## src/rtl/enable_mask_stack.sv

```systemverilog
// Per-lane enable-mask stack for predicated execution: a live top-of-stack mask
// plus DEPTH saved masks, with ELSE support, occupancy count and sticky error flags.

module enable_mask_stack #(
    parameter int LANES = 8,
    parameter int DEPTH = 16,
    parameter int CW    = $clog2(DEPTH + 1)
) (
    input  logic             clk,
    input  logic             reset,
    input  logic             op_valid,
    input  logic [2:0]       op,
    input  logic [LANES-1:0] lane_zero,
    input  logic             clr_err,
    output logic [LANES-1:0] en_mask,
    output logic             any_en,
    output logic [CW-1:0]    depth_cnt,
    output logic             ovf,
    output logic             unf
);

    typedef enum logic [2:0] {
        OP_NOP    = 3'd0,
        OP_ALLEN  = 3'd1,
        OP_PUSHEN = 3'd2,
        OP_POPEN  = 3'd3,
        OP_JUMPF  = 3'd4,
        OP_ELSEEN = 3'd5
    } op_e;

    localparam logic [CW-1:0] CNT_FULL = CW'(DEPTH);
    localparam logic [CW-1:0] CNT_ONE  = CW'(1);

    logic [LANES-1:0] top_q, top_d;
    logic [LANES-1:0] save_q [DEPTH];
    logic [LANES-1:0] save_d [DEPTH];
    logic [CW-1:0]    cnt_q, cnt_d;
    logic             any_q, any_d;
    logic             ovf_q, ovf_d;
    logic             unf_q, unf_d;
    logic             ovf_evt, unf_evt;
    logic [LANES-1:0] parent_mask;

    // With nothing saved the ELSE parent is the implicit all-enabled mask.
    assign parent_mask = (cnt_q == '0) ? '1 : save_q[0];

    always_comb begin
        top_d   = top_q;
        save_d  = save_q;
        cnt_d   = cnt_q;
        ovf_evt = 1'b0;
        unf_evt = 1'b0;
        if (op_valid) begin
            case (op_e'(op))
                OP_ALLEN: begin
                    top_d = '1;
                end
                OP_PUSHEN: begin
                    for (int i = DEPTH - 1; i > 0; i--) begin
                        save_d[i] = save_q[i-1];
                    end
                    save_d[0] = top_q;
                    if (cnt_q == CNT_FULL) begin
                        ovf_evt = 1'b1;
                    end else begin
                        cnt_d = cnt_q + CNT_ONE;
                    end
                end
                OP_POPEN: begin
                    if (cnt_q == '0) begin
                        top_d   = '1;
                        unf_evt = 1'b1;
                    end else begin
                        top_d = save_q[0];
                        for (int i = 0; i < DEPTH - 1; i++) begin
                            save_d[i] = save_q[i+1];
                        end
                        save_d[DEPTH-1] = '1;
                        cnt_d           = cnt_q - CNT_ONE;
                    end
                end
                OP_JUMPF: begin
                    top_d = top_q & ~lane_zero;
                end
                OP_ELSEEN: begin
                    top_d = parent_mask & ~top_q;
                end
                default: begin
                    top_d = top_q;
                end
            endcase
        end
    end

    // A new error event on the same edge as clr_err keeps the flag set.
    always_comb begin
        ovf_d = (ovf_q & ~clr_err) | ovf_evt;
        unf_d = (unf_q & ~clr_err) | unf_evt;
        any_d = |top_d;
    end

    always_ff @(posedge clk) begin
        if (reset) begin
            top_q <= '1;
            for (int i = 0; i < DEPTH; i++) begin
                save_q[i] <= '1;
            end
            cnt_q <= '0;
            any_q <= 1'b1;
            ovf_q <= 1'b0;
            unf_q <= 1'b0;
        end else begin
            top_q  <= top_d;
            save_q <= save_d;
            cnt_q  <= cnt_d;
            any_q  <= any_d;
            ovf_q  <= ovf_d;
            unf_q  <= unf_d;
        end
    end

    assign en_mask   = top_q;
    assign any_en    = any_q;
    assign depth_cnt = cnt_q;
    assign ovf       = ovf_q;
    assign unf       = unf_q;

endmodule

```

## config.mk

```make
export PLATFORM = sky130hd
export DESIGN_NAME = enable_mask_stack
export DESIGN_NICKNAME = d
export VERILOG_FILES = /design/src/rtl/enable_mask_stack.sv
export SDC_FILE = /design/constraint.sdc
export NUM_CORES = 1
export LEC_CHECK = 0
export ABC_AREA = 1
export CAP_MARGIN = 20
export CORE_MARGIN = 4
export CORE_UTILIZATION = 55
export CTS_CLUSTER_DIAMETER = 80
export DETAILED_ROUTE_END_ITERATION = 16
export HOLD_SLACK_MARGIN = 0.08
export PLACE_DENSITY = 0.72
export SLEW_MARGIN = 25
export SYNTH_ARGS = -nofsm -noshare
export SYNTH_HDL_FRONTEND = slang
export SYNTH_SLANG_ARGS = --single-unit
```

## constraint.sdc

```tcl
create_clock -name clk -period 2.6 [get_ports clk]
set_clock_uncertainty 0.1 [all_clocks]
set_input_delay 0.52 -clock clk [delete_from_list [all_inputs] [get_ports clk]]
set_output_delay 0.52 -clock clk [all_outputs]
set_load 0.01 [all_outputs]
```

==> results of run 1 <==
## worst max-delay path, delay by kind of cell
family                 cells  cell delay, ps
and+or+nand+nor            8             860
buffers and inverters      3             920
## sequential cells by signal (all words and copies together), names as in the netlist
name       cells
any_en         1
depth_cnt      5
en_mask        8
ovf            1
save_q       128
unf            1
## cell type report
class	count	share of cell area [%]
Multi-Input combinational cell	616	43.2
Timing Repair Buffer	49	7.18
Inverter	55	2.70
Tap cell	147	2.38
Clock buffer	26	6.59
Sequential cell	144	37.3
Clock inverter	5	0.680
## power by group
part	leakage, nW	internal, W	switching (W)
Combinational	1.92	0.000237	0.000333
Sequential	1.18	0.00233	0.0000759
Clock	0.276	0.00143	0.000864
Total	3.38	0.00400	0.00127
## cells in the mapped netlist (11+ instances only)
cell type  instances  share of area (%)
buf_4             11                1.2
o211ai_1         150                 17
o21ai_0           46                3.4
or2_0             24                2.2
clkbuf_1          26                1.4
dfxtp_1          144                 43
nor2_1            37                2.1
a21oi_1           13               0.96
or2_2             41                3.8
inv_1             53                2.9
nand2_1          208                 12
buf_2             31                2.3
nand3_1           76                5.6
## cell usage in the layout, fill, tap and decap left out, drive strengths merged, types with 19 or more instances in the layout
cell type,count
clkdlybuf4s50,30
nand2,209
inv,55
dfxtp,144
buf,19
o21ai,46
o211ai,150
nand3,77
or2,71
clkbuf,26
nor2,38
## routing by layer
metal  up-vias  share of wire, %
li1       3013                 -
met1      2860                46
met3        23               3.0
met2        94                49
met5         -                 0
met4         0               1.5
## worst paths after layout
| check | from | endpoint | slack, ps | depth (start not counted) |
|---|---|---|---|---|
| min reg2reg | save_q[3]$_SDFFE_PP1P_ | save_q[3]$_SDFFE_PP1P_ | 370 | 2 |
| min | save_q[3]$_SDFFE_PP1P_ | save_q[3]$_SDFFE_PP1P_ | 370 | 2 |
| max | op[0] | any_en$_SDFF_PP1_ | 570 | 11 |
| max reg2reg | depth_cnt[2]$_SDFFE_PP0P_ | save_q[96]$_SDFFE_PP1P_ | 790 | 6 |
## cells by family after synthesis
kind of cell	synth area share (%)
DFF	42.6
buffers and inverters	8.34
and+or+nand+nor	26.6
AOI/OAI and AO/OA	21.4
adders and majority gates	0.851
xor gates and xnor gates	0.129
## metrics by stage
stage | total power (W) | cells
global placement | 0.00298 | 1011
floorplan | 0.00284 | 887
finish | 0.00527 | 1042
detailed placement | 0.00301 | 1011
global route | 0.00551 | 1042
CTS | 0.00532 | 1042
==> flow_metrics.py, run 1 <==
metrics = {
    "timing": {
        "timing.hold.ws_ps": 368,
        "tightest_slew_ps": 600,
        "period_share_pct": 78.0,
        "setup-violations-final": 0,
        "min_period_ps": 2030,
        "max_freq_ghz": 0.493,
        "rsz0062_at_grt": "false",
        "relSlewSlack_pct": 59.8,
        "fin_ws_ps": 572,
        "setup_tns_ps": 0,
        "hold_violations": 0,
        "report.final.slew_viol_count": 0,
    },
    "worst_setup_path": {
        "start_kind": "primary input",
        "cpPeakStageDelay_ps": 520,
        "crit_chain": "clkdlybuf4s50_1 > buf_4 > nor2_1 > nor2_2 > buf_4 > nand2_1 > nor2_1 > nor2_1 > nand2_1 > nor2_1 > nand2_1",
        "crit_path_frequent_cell": "nor2_1",
        "cp_max_fo": 10,
        "crit_type": "in2reg",
        "crit_arrival_ps": 2290,
        "critPathSlowestCell": "clkdlybuf4s50_1",
        "crit_required_ps": 2870,
        "end_kind": "flop",
    },
    "route": {
        "wl_per_cell_um": 14.0,
        "first_iter_violations": 467,
        "drt_wl_total_um": 14600,
        "drt-pass1-iter-count": 5,
        "ant_nets": 0,
        "routed_via_density": 5.75,
        "vias": 5990,
        "drc": 0,
    },
    "clock_network": {
        "clockRootBuffer": "clkbuf_16",
        "clkTransAtPathRegs_ps": 50,
        "insertion_delay_ps": 420,
        "htree_levels": 4,
        "cts_setup_buffers": 0,
        "cts_buffers": 17,
        "post_cts_resized": 0,
        "cts_hold_buffers": 0,
        "cts_sinks": 144,
        "clockBufferDepth": 2,
        "cts_tree": "built",
    },
    "grt": {
        "use_met3_pct": 4.56,
        "top_usage_layer": "met2",
        "grt_first_pass_wirelength_um": 24600,
        "gr-total-overflow": 0,
        "grt.met2_usage_pct": 36.4,
        "antenna_found_initial": 0,
        "grt_usage_pct": 20.6,
        "grt_pass1_vias": 5674,
        "grt_max_degree": 129,
        "use_met1_pct": 23.8,
    },
    "floorplan": {
        "start_util_pct": 56.3,
        "io_pins": 31,
        "fp.dieH_um": 119,
        "die_w_um": 119,
        "core_area_um2": 12000,
        "dieArea_um2": 14100,
        "rows": 40,
    },
    "layout": {
        "drive_above_1_share_pct": 10.7,
        "diodes": 0,
        "multi_input_area_um2": 3340,
        "nets": 902,
        "seqCellArea_um2": 2880,
        "postLayoutCoreUtil_pct": 64.4,
        "synthToLayoutAreaGrowth_pct": 14.3,
        "fill_cells": 1048,
        "final_cell_area_um2": 7730,
    },
    "yosys": {
        "syn-num-nets": 906,
        "synthCells": 887,
        "netlist_area_um2": 6770,
        "synthDistinctLibCells": 29,
        "synth-async-reset-ratio_pct": 0,
        "synth-edff-count": 0,
        "avgSynthCellArea_um2": 7.63,
        "yosysWarningCount": 0,
        "yosys_register_bits": 144,
        "postSynth.topFlopCell": "dfxtp_1",
        "seq_area_frac_synth_pct": 42.6,
    },
    "power_and_ir_drop": {
        "peakVddDrop_mv": 0.744,
        "power.leakage_nw": 3.38,
        "p_per_area_nw_per_um2": 681,
    },
    "outcome": {
        "outcome": "finished, final reports clean",
    },
    "place": {
        "gp_congestion": 0.819,
        "place.port_buffers": 30,
        "placed_area_um2": 7170,
        "hpwl_um": 8710,
        "post-place-ws_ps": 166,
    },
    "flow_run": {
        "maxCapViolCount": 0,
    },
    "min_path": {
        "hold_path.class": "reg2reg",
    },
}
(Power assumes the default switching activity.)
==> run 2: changes to the inputs <==
- CORE_UTILIZATION: 55 -> 54
- PLACE_DENSITY: 0.72 -> 0.73
- clock period: 2.6 -> 1.7 ns (I/O delays scaled with it)
==> flow_metrics.py, run 2 (synthesis results as in run 1) <==
metrics = {
    "outcome": {
        "outcome": "finished, final reports clean",
    },
    "worst_setup_path": {
        "cp_max_fo": 46,
        "cpPeakStageDelay_ps": 310,
        "cp.buffers_inverters": 3,
        "crit_chain": "nor2_2 > nand3_2 > buf_4 > o21bai_4 > buf_12 > buf_16 > nand2_1 > o211ai_1",
        "reg2reg_setup_slack_ps": 60,
        "ff2ff_path_depth": 8,
        "crit_type": "reg2reg",
        "critPathTopFamily": "buffers and inverters",
        "end_kind": "flop",
        "start_kind": "flop",
        "critPathSlowestCell": "dfxtp_1",
        "worstSetupPathDepth": 8,
        "crit_arrival_ps": 1870,
        "crit_required_ps": 1940,
    },
    "layout": {
        "nets": 937,
        "fill_cells": 1050,
        "largest_register": "save_q",
        "synthToLayoutAreaGrowth_pct": 20.8,
        "mostFrequentLayoutCell": "nand2_1",
        "largest_reg_flops": 128,
        "final_cell_mix": "nand2_1, o211ai_1, dfxtp_1",
        "drive_above_1_share_pct": 15.7,
        "diodes": 0,
    },
    "timing": {
        "relSlewSlack_pct": 76.2,
        "min_period_ps": 1640,
        "tightest_slew_ps": 358,
        "max_freq_ghz": 0.611,
        "setup-violations-final": 0,
        "fin_ws_ps": 64.1,
        "report.final.slew_viol_count": 0,
        "hold_violations": 0,
        "period_share_pct": 96.2,
    },
    "clock_network": {
        "cts_hold_buffers": 0,
        "clockRootBuffer": "clkbuf_16",
        "cts_tree": "built",
        "cts_sinks": 144,
        "cts_buffers": 17,
        "htree_levels": 4,
        "clkTransAtPathRegs_ps": 60,
        "clockBufferDepth": 2,
        "insertion_delay_ps": 410,
    },
    "place": {
        "gp_congestion": 0.849,
        "post-place-ws_ps": -437,
        "hpwl_um": 9170,
        "place.port_buffers": 30,
    },
    "route": {
        "ant_nets": 0,
        "wl_per_cell_um": 13.6,
        "vias": 6164,
        "routed_via_density": 5.61,
        "drt_wl_total_um": 14900,
        "drt-pass1-iter-count": 5,
        "first_iter_violations": 426,
        "drc": 0,
    },
    "power_and_ir_drop": {
        "internal-power_w": 0.00622,
        "p_per_area_nw_per_um2": 1010,
        "peakVddDrop_mv": 0.934,
        "p_comb_share_pct": 11.7,
        "seqPwrFrac_pct": 44.6,
        "p_switching_w": 0.00201,
        "power.leakage_nw": 3.66,
        "p_total_w": 0.00823,
        "clockPowerShare_pct": 43.7,
        "swShare_pct": 24.4,
    },
    "floorplan": {
        "die_w_um": 120,
        "core_area_um2": 12200,
        "io_pins": 31,
        "rows": 40,
        "dieArea_um2": 14400,
        "start_util_pct": 55.6,
        "fp.dieH_um": 120,
    },
    "min_path": {
        "hold_path.class": "reg2reg",
        "hold_depth": 2,
    },
    "grt": {
        "use_met1_pct": 24.8,
        "grt_first_pass_wirelength_um": 25800,
        "antenna_found_initial": 0,
        "grt_max_degree": 90,
        "grt_pass1_vias": 5886,
        "grt.met2_usage_pct": 37.9,
        "use_met3_pct": 4.43,
        "gr-total-overflow": 0,
        "top_usage_layer": "met2",
        "grt_usage_pct": 21.2,
    },
    "flow_run": {
        "maxCapViolCount": 0,
    },
}
-- run 2: cell type report --
class	count	area, µm²	share of cell area [%]
tap	168	210	2.57
inverter	55	211	2.59
multi-input combinational	616	3400	41.6
clock inverter	9	80.1	0.979
sequential	144	2880	35.3
clock buffer	23	508	6.21
timing repair buffer	84	883	10.8
-- run 2: worst paths after layout --
kind                             endpoint                       from
hold / removal             unf$_SDFF_PP0_             unf$_SDFF_PP0_
hold reg to reg            unf$_SDFF_PP0_             unf$_SDFF_PP0_
setup reg to reg  save_q[69]$_SDFFE_PP1P_  depth_cnt[2]$_SDFFE_PP0P_
setup / recovery  save_q[69]$_SDFFE_PP1P_  depth_cnt[2]$_SDFFE_PP0P_
-- run 2: per-stage QoR --
| step | instance area, µm² | util, % | hold WS (ps) | setup TNS, ps | instances |
|---|---|---|---|---|---|
| final | 8180 | 67.2 | 358 | 0 | 1099 |
| after floorplan | 6850 | - | 309 | -235 | 887 |
| after CTS | 8060 | 66.3 | 360 | 0 | 1095 |
| after global routing | 8180 | 67.2 | 377 | -220 | 1099 |
| after global placement | 7480 | 61.5 | 351 | -47530 | 1062 |
| after detailed placement | 7480 | 61.5 | 355 | -52590 | 1062 |
-- run 2: power groups by stage --
stage	Combinational (W)	Sequential (W)	Clock, W
6_report	0.000966	0.00367	0.00360
5_1_grt	0.00109	0.00369	0.00384
4_1_cts	0.000943	0.00367	0.00367
3_5_place_dp	0.000947	0.00374	0
3_3_place_gp	0.000907	0.00373	0
2_1_floorplan	0.000638	0.00372	0
-- run 2: worst register-to-register path, stage by stage, from the launching register on --
cell and delay (ps):
dfxtp_1 310, nor2_2 150, nand3_2 130, buf_4 170, o21bai_4 170, buf_12 140, buf_16 200, nand2_1 100
o211ai_1 80
-- run 2: per-layer routing --
| metal | up-vias | wire length (µm) |
|---|---|---|
| met1 | 2961 | 6760 |
| li1 | 3091 | - |
| met2 | 94 | 7500 |
| met3 | 18 | 445 |
| met5 | - | 0 |
| met4 | 0 | 235 |
-- run 2: repair_timing --
item                                    in CTS  in global routing
endpoints found under the setup margin      17                135
cloned                                       0                  1
resized for setup                           17                 13
pin swaps                                    0                  3
buffers inserted                             1                  3
==> run 3: changes to the inputs <==
- CTS_BUF_LIST: default -> sky130_fd_sc_hd__clkbuf_8 sky130_fd_sc_hd__clkbuf_16
==> results of run 3 <==
No change in the layout: final DEF, timing and power equal those of run 2.
